`config.mk`:
```
export PLATFORM = sky130hd
export DESIGN_NAME = seg7_driver_flat
export DESIGN_NICKNAME = d
export VERILOG_FILES = /design/src/rtl/seg7_pkg.sv /design/src/rtl/seg7_if.sv /design/src/rtl/seg7_decode.sv /design/src/rtl/seg7_driver.sv /design/src/flat_wrapper.sv
export SDC_FILE = /design/constraint.sdc
export NUM_CORES = 1
export LEC_CHECK = 0
export ABC_AREA = 1
export ABC_CLOCK_PERIOD_IN_PS = 2100
export CORE_MARGIN = 3
export CORE_UTILIZATION = 54
export CTS_CLUSTER_DIAMETER = 60
export DETAILED_ROUTE_END_ITERATION = 16
export PLACE_DENSITY = 0.78
export SETUP_SLACK_MARGIN = 0.1
export SYNTH_ARGS = -nofsm -noshare
export SYNTH_HDL_FRONTEND = slang
export SYNTH_HIERARCHICAL = 1
export SYNTH_SLANG_ARGS = --single-unit
```
`constraint.sdc`:
```
create_clock -name clk -period 2.1 [get_ports clk]
set_clock_uncertainty 0.05 [all_clocks]
set_input_delay 0.42 -clock clk [delete_from_list [all_inputs] [get_ports clk]]
set_output_delay 0.42 -clock clk [all_outputs]
set_load 0.01 [all_outputs]
```
`src/rtl/seg7_pkg.sv`:
```
// Shared definitions for the 7-segment display path: glyph codes, segment
// patterns and the driver state encoding.
package seg7_pkg;

  // Glyph codes above the hex range
  localparam logic [4:0] GLYPH_BLANK      = 5'd16;
  localparam logic [4:0] GLYPH_MINUS      = 5'd17;
  localparam logic [4:0] GLYPH_UNDERSCORE = 5'd18;

  // Active-high segment patterns, bit order {dp,g,f,e,d,c,b,a}
  localparam logic [7:0] SEG_0          = 8'h3F;
  localparam logic [7:0] SEG_1          = 8'h06;
  localparam logic [7:0] SEG_2          = 8'h5B;
  localparam logic [7:0] SEG_3          = 8'h4F;
  localparam logic [7:0] SEG_4          = 8'h66;
  localparam logic [7:0] SEG_5          = 8'h6D;
  localparam logic [7:0] SEG_6          = 8'h7D;
  localparam logic [7:0] SEG_7          = 8'h07;
  localparam logic [7:0] SEG_8          = 8'h7F;
  localparam logic [7:0] SEG_9          = 8'h6F;
  localparam logic [7:0] SEG_A          = 8'h77;
  localparam logic [7:0] SEG_B          = 8'h7C;
  localparam logic [7:0] SEG_C          = 8'h39;
  localparam logic [7:0] SEG_D          = 8'h5E;
  localparam logic [7:0] SEG_E          = 8'h79;
  localparam logic [7:0] SEG_F          = 8'h71;
  localparam logic [7:0] SEG_MINUS      = 8'h40;
  localparam logic [7:0] SEG_UNDERSCORE = 8'h08;
  localparam logic [7:0] SEG_BLANK      = 8'h00;

  typedef enum logic {
    ST_BLANK,
    ST_ON
  } state_e;

  // One scanner sample: digit position and glyph code
  typedef struct packed {
    logic [2:0] pos;
    logic [4:0] code;
  } sample_t;

  // Position 7 never selects a digit, so the reset value is always replaced
  // by the first real scanner sample.
  localparam sample_t HELD_RESET = '{pos: 3'd7, code: GLYPH_BLANK};

endpackage

```
`src/rtl/seg7_if.sv`:
```
// Scanner-to-display bundle: scanner sample, display controls and the
// active-low segment/select lines.
interface seg7_if #(
  parameter int unsigned NUM_DIGITS = 6,
  parameter int unsigned PWM_BITS   = 4
);
  logic [2:0]            digit_pos;
  logic [4:0]            digit_cur;
  logic [NUM_DIGITS-1:0] dp_mask;
  logic [PWM_BITS-1:0]   brightness;
  logic [7:0]            seg_n;
  logic [NUM_DIGITS-1:0] sel_n;

  modport master (
    output digit_pos,
    output digit_cur,
    output dp_mask,
    output brightness,
    input  seg_n,
    input  sel_n
  );

  modport slave (
    input  digit_pos,
    input  digit_cur,
    input  dp_mask,
    input  brightness,
    output seg_n,
    output sel_n
  );
endinterface

```
`src/rtl/seg7_decode.sv`:
```
// Glyph code to active-high {g,f,e,d,c,b,a} segment pattern.
module seg7_decode
  import seg7_pkg::*;
(
  input  logic [4:0] code,
  output logic [6:0] seg
);

  logic [7:0] pattern;

  // Lookup of the segment pattern; unused codes render blank
  always_comb begin
    pattern = SEG_BLANK;
    case (code)
      5'd0:             pattern = SEG_0;
      5'd1:             pattern = SEG_1;
      5'd2:             pattern = SEG_2;
      5'd3:             pattern = SEG_3;
      5'd4:             pattern = SEG_4;
      5'd5:             pattern = SEG_5;
      5'd6:             pattern = SEG_6;
      5'd7:             pattern = SEG_7;
      5'd8:             pattern = SEG_8;
      5'd9:             pattern = SEG_9;
      5'd10:            pattern = SEG_A;
      5'd11:            pattern = SEG_B;
      5'd12:            pattern = SEG_C;
      5'd13:            pattern = SEG_D;
      5'd14:            pattern = SEG_E;
      5'd15:            pattern = SEG_F;
      GLYPH_MINUS:      pattern = SEG_MINUS;
      GLYPH_UNDERSCORE: pattern = SEG_UNDERSCORE;
      default:          pattern = SEG_BLANK;
    endcase
  end

  assign seg = pattern[6:0];

endmodule

```
`src/rtl/seg7_driver.sv`:
```
// Common-anode 7-segment driver: captures the scanner sample across clock
// domains, blanks the display for a dead time on every digit change, and
// applies PWM brightness to the segment lines.
module seg7_driver
  import seg7_pkg::*;
#(
  parameter int unsigned NUM_DIGITS = 6,
  parameter int unsigned DEADTIME   = 64,
  parameter int unsigned PWM_BITS   = 4
) (
  input logic  clk,
  input logic  rst,
  seg7_if.slave bus
);

  localparam int unsigned DeadW = (DEADTIME > 1) ? $clog2(DEADTIME) : 1;
  localparam logic [DeadW-1:0] DeadReload = DeadW'(DEADTIME - 1);

  sample_t               s1_q, s2_q, s3_q, held_q;
  sample_t               sample_in;
  state_e                state_q;
  logic [DeadW-1:0]      dead_q;
  logic [PWM_BITS-1:0]   pwm_q;
  logic [7:0]            seg_n_q;
  logic [NUM_DIGITS-1:0] sel_n_q;

  logic                  accept;
  logic [6:0]            glyph;
  logic                  dp_on;
  logic                  pwm_on;
  logic [NUM_DIGITS-1:0] sel_vec;
  logic [7:0]            lit_seg_n;
  logic [NUM_DIGITS-1:0] lit_sel_n;

  assign sample_in = {bus.digit_pos, bus.digit_cur};

  // Two-flop synchronizer plus a third stage used for the stability check.
  // Reset to the held reset value so nothing is accepted until real samples
  // have propagated through.
  always_ff @(posedge clk) begin
    if (rst) begin
      s1_q <= HELD_RESET;
      s2_q <= HELD_RESET;
      s3_q <= HELD_RESET;
    end else begin
      s1_q <= sample_in;
      s2_q <= s1_q;
      s3_q <= s2_q;
    end
  end

  // A sample is taken only when stable over two synchronized samples and new
  assign accept = (s2_q == s3_q) && (s2_q != held_q);

  seg7_decode u_decode (
    .code (held_q.code),
    .seg  (glyph)
  );

  // Digit select and decimal point for the held position
  always_comb begin
    sel_vec = '0;
    dp_on   = 1'b0;
    for (int unsigned i = 0; i < NUM_DIGITS; i++) begin
      if (held_q.pos == 3'(i)) begin
        sel_vec[i] = 1'b1;
        dp_on      = bus.dp_mask[i];
      end
    end
  end

  // Free-running PWM phase counter
  always_ff @(posedge clk) begin
    if (rst) begin
      pwm_q <= '0;
    end else begin
      pwm_q <= pwm_q + 1'b1;
    end
  end

  // Full brightness is forced on since the counter can never exceed all ones
  assign pwm_on = (bus.brightness == '1) || (pwm_q < bus.brightness);

  // Lit outputs: select stays asserted through PWM-off cycles
  assign lit_seg_n = pwm_on ? ~{dp_on, glyph} : 8'hFF;
  assign lit_sel_n = ~sel_vec;

  // Dead-time FSM with registered outputs; an accept blanks on the same edge
  always_ff @(posedge clk) begin
    if (rst) begin
      state_q <= ST_BLANK;
      dead_q  <= DeadReload;
      held_q  <= HELD_RESET;
      seg_n_q <= 8'hFF;
      sel_n_q <= '1;
    end else if (accept) begin
      state_q <= ST_BLANK;
      dead_q  <= DeadReload;
      held_q  <= s2_q;
      seg_n_q <= 8'hFF;
      sel_n_q <= '1;
    end else begin
      unique case (state_q)
        ST_BLANK: begin
          if (dead_q == '0) begin
            state_q <= ST_ON;
            seg_n_q <= lit_seg_n;
            sel_n_q <= lit_sel_n;
          end else begin
            dead_q  <= dead_q - 1'b1;
            seg_n_q <= 8'hFF;
            sel_n_q <= '1;
          end
        end
        ST_ON: begin
          seg_n_q <= lit_seg_n;
          sel_n_q <= lit_sel_n;
        end
      endcase
    end
  end

  assign bus.seg_n = seg_n_q;
  assign bus.sel_n = sel_n_q;

endmodule

```
`src/flat_wrapper.sv`:
```
// flat-port wrapper written by rule: the top's interface ports become plain ports
module seg7_driver_flat import seg7_pkg::*;
#(
  parameter int unsigned NUM_DIGITS = 6,
  parameter int unsigned DEADTIME   = 64,
  parameter int unsigned PWM_BITS   = 4
)
  (clk, rst, bus_digit_pos, bus_digit_cur, bus_dp_mask, bus_brightness, bus_seg_n, bus_sel_n);
  seg7_if #(.NUM_DIGITS(NUM_DIGITS), .PWM_BITS(PWM_BITS)) bus_i ();
  input logic clk;
  input logic rst;
  input wire logic [$bits(bus_i.digit_pos)-1:0] bus_digit_pos;
  input wire logic [$bits(bus_i.digit_cur)-1:0] bus_digit_cur;
  input wire logic [$bits(bus_i.dp_mask)-1:0] bus_dp_mask;
  input wire logic [$bits(bus_i.brightness)-1:0] bus_brightness;
  output wire logic [$bits(bus_i.seg_n)-1:0] bus_seg_n;
  output wire logic [$bits(bus_i.sel_n)-1:0] bus_sel_n;
  assign bus_i.digit_pos = bus_digit_pos;
  assign bus_i.digit_cur = bus_digit_cur;
  assign bus_i.dp_mask = bus_dp_mask;
  assign bus_i.brightness = bus_brightness;
  assign bus_seg_n = bus_i.seg_n;
  assign bus_sel_n = bus_i.sel_n;
  seg7_driver #(.NUM_DIGITS(NUM_DIGITS), .DEADTIME(DEADTIME), .PWM_BITS(PWM_BITS)) u_core (.clk(clk), .rst(rst), .bus(bus_i));
endmodule
```
==> results.ini <==
[detailed_routing]
wl_mm=4.93
dr.pass1.iters=4
drtIter0Drc=111
antenna_left=0
wire_per_inst_um=10.1
avgViaCountPerCell=4.63
num_vias=2260
drc_errors=0

[floorplan]
ios=34
std_cell_rows=25
start_util_pct=56.7
core-area_um2=4790
die_h_um=76.9
die-area_um2=5910
die_w_um=76.9

[synth]
synth-xor-area-share_pct=2.26
muxShareOfSynthArea_pct=0
synth_top_area_share_pct=42.1
synth-compound-area-share_pct=3.09
synth_cells=378
synth.distinct_cells=28
synthFlopType=dfxtp_1
synth_seq_area_share_pct=42.1
synth_fa_ha_area_share_pct=5.54
synth.most_common_cell=nand2_1
synth_top_family_by_area=simple AND/OR/NAND/NOR gates
ys_warn_count=6
syn-mean-instance-area_um2=7.18
synthSimpleGateAreaFrac_pct=35.1
synth_area_leader_cell=dfxtp_1
async_flop_share_pct=0
syn_nets=410
synth_commonest_cells=nand2_1, dfxtp_1, inv_1
syn-cell-area_um2=2710
synth_edf_count=0
synth.area.top_cells=dfxtp_1, nand2_1, inv_1
synth-seq-cells=57

[outcome]
run_status=completed

[finish]
antennaDiodeCount=0
final_layout_size_suffix_gt1_share_pct=12.6
final_nets=448
syn2layout_area_growth_pct=20.2
fin_util_pct=68.2

[cts]
postCtsHoldBufs=0
tritoncts=yes
clock_sinks=57
post_cts_resized=0
cts_buffers=9
post_cts_buffers=0
clk_pin_slew_ns=0.06
cts_buffer_depth=2
clk_latency_ns=0.33
cts-root-buf=clkbuf_8
h-tree-depth=3

[worst_setup_path]
path_class=flop to flop
worst_path_max_delay_cell=dfxtp_1
slowest_delay_ns=0.55
arrival_ns=1.95
crit_family=simple AND/OR/NAND/NOR gates
worstPathMaxFanout=14
critPathBufInv=0
start_kind=flop
endpoint_kind=flop
required_ns=2.25
crit_chain=xnor2_1 -> nand2_1 -> nor2_2 -> nand2_2 -> nand2_4 -> nand2_4 -> nor2_8 -> nand2_1

[power_and_ir_drop]
power_frac_seq_pct=47.3
p_leak_nw=1.63
ir_worst_vdd_mv=0.589
switching_share_pct=26.1
p_clk_share_pct=39.3
pwr_density_cell_nw_per_um2=766
intPower_mw=1.84
p_sw_uw=653
comb_power_share_pct=13.4

[timing]
finalCritPeriodShare_pct=85.6
clock.fmax_ghz=0.556
worstMarginPinSlew_ns=0.379
slew_viol_final=0
setup_violations=0
period_needed_ns=1.80
rsz0062_at_grt=no
hold_violations=0
fin_ws_ns=0.302
slew-limit-headroom_pct=74.7

[global_route]
grtUsageTotal_pct=19.2
grt_pass1_wl_mm=9.18
grt_remaining_overflow=0
grt_pass1_vias=2241
grt_antenna_before_repair=0
grt_max_degree=29

[run]
drv_cap=0

[placed_design]
gp_congestion=0.849
hpwl_mm=3.53
io_buffers=33
dpl_worst_slack_ns=-0.00279

[worst_hold_path]
hold_path.class=flop to flop

[worst register-to-register path, stage by stage (launching register included)]
cell and delay (ns):
dfxtp_1 0.55, xnor2_1 0.16, nand2_1 0.08, nor2_2 0.09, nand2_2 0.11, nand2_4 0.17, nand2_4 0.11, nor2_8 0.25
nand2_1 0.10
[state kept, by name, summed over array words and instances (netlist names)]
signal,flops
u_core/bus.seg_n,8
u_core/s2_q,8
u_core/s3_q,8
u_core/dead_q,6
u_core/s1_q,8
u_core/bus.sel_n,6
u_core/pwm_q,4
u_core/state_q,1
u_core/held_q,8
[final timing paths]
check | start | endpoint | slack (ns) | cells after the start
max | u_core/held_q[3] | u_core/bus.sel_n[0] | 0.30 | 8
min | u_core/s1_q[3] | u_core/s2_q[3] | 0.35 | 2
max reg2reg | u_core/held_q[3] | u_core/bus.sel_n[0] | 0.30 | 8
min reg2reg | u_core/s1_q[3] | u_core/s2_q[3] | 0.35 | 2
[power by group through the flow]
stage / Clock, mW / Combinational [mW] / Sequential [mW]
4_1_cts: 1.00 / 0.337 / 1.18
3_3_place_gp: 0 / 0.325 / 1.20
5_1_grt: 1.06 / 0.393 / 1.19
2_1_floorplan: 0 / 0.272 / 1.18
3_5_place_dp: 0 / 0.332 / 1.20
6_report: 0.982 / 0.335 / 1.18
[metrics by stage]
step / TNS (ns) / total power, mW / std cells / cell area (µm²) / hold slack (ns)
6_report: 0 / 2.50 / 488 / 3260 / 0.348
5_1_grt: 0 / 2.64 / 488 / 3260 / 0.370
4_1_cts: 0 / 2.52 / 488 / 3260 / 0.353
3_5_place_dp: -0.00279 / 1.53 / 472 / 3070 / 0.343
3_3_place_gp: 0 / 1.52 / 472 / 3070 / 0.339
2_1_floorplan: 0 / 1.45 / 378 / 2710 / 0.338
[layout by cell type (no fill, tap or decap)]
master / instances
nand4_1: 4
ha_1: 12
inv_8: 1
nand2_2: 11
clkbuf_1: 3
o2111ai_1: 1
inv_6: 1
nand3_1: 23
nor2_2: 2
clkinv_2: 2
nor2_4: 1
nor3_1: 1
nand2_1: 114
nor3_2: 1
nand2_4: 3
or2_0: 1
dfxtp_1: 54
nor2_1: 44
inv_2: 6
inv_1: 56
clkbuf_8: 10
buf_4: 2
a21oi_1: 10
dfxtp_2: 3
xor2_1: 2
bufinv_16: 1
o21ai_0: 5
nor2_8: 1
xnor2_1: 5
clkdlybuf4s50_1: 33
or2_2: 8
[cell type report]
| class | count | area (µm²) |
|---|---|---|
| clock buffer | 13 | 149 |
| timing repair buffer | 35 | 345 |
| multi-input combinational | 249 | 1250 |
| clock inverter | 3 | 40.0 |
| inverter | 64 | 253 |
| fill | 423 | 1520 |
| tap | 67 | 83.8 |
| sequential | 57 | 1140 |
[cell families after synthesis]
group,after synthesis
and+or+nand+nor,214
adders and majority gates,12
AOI/OAI and AO/OA,16
DFF,57
buffers and inverters,72
xor gates and xnor gates,7
[per-layer routing]
metal	GRT usage, %	vias to the layer above	wire length, µm
met5	0	-	0
met4	9.60	0	82
met3	5.40	9	235
met2	33.3	55	2340
met1	21.4	989	2270
li1	-	1207	-
No activity file was read; power rests on OpenSTA's default activity.
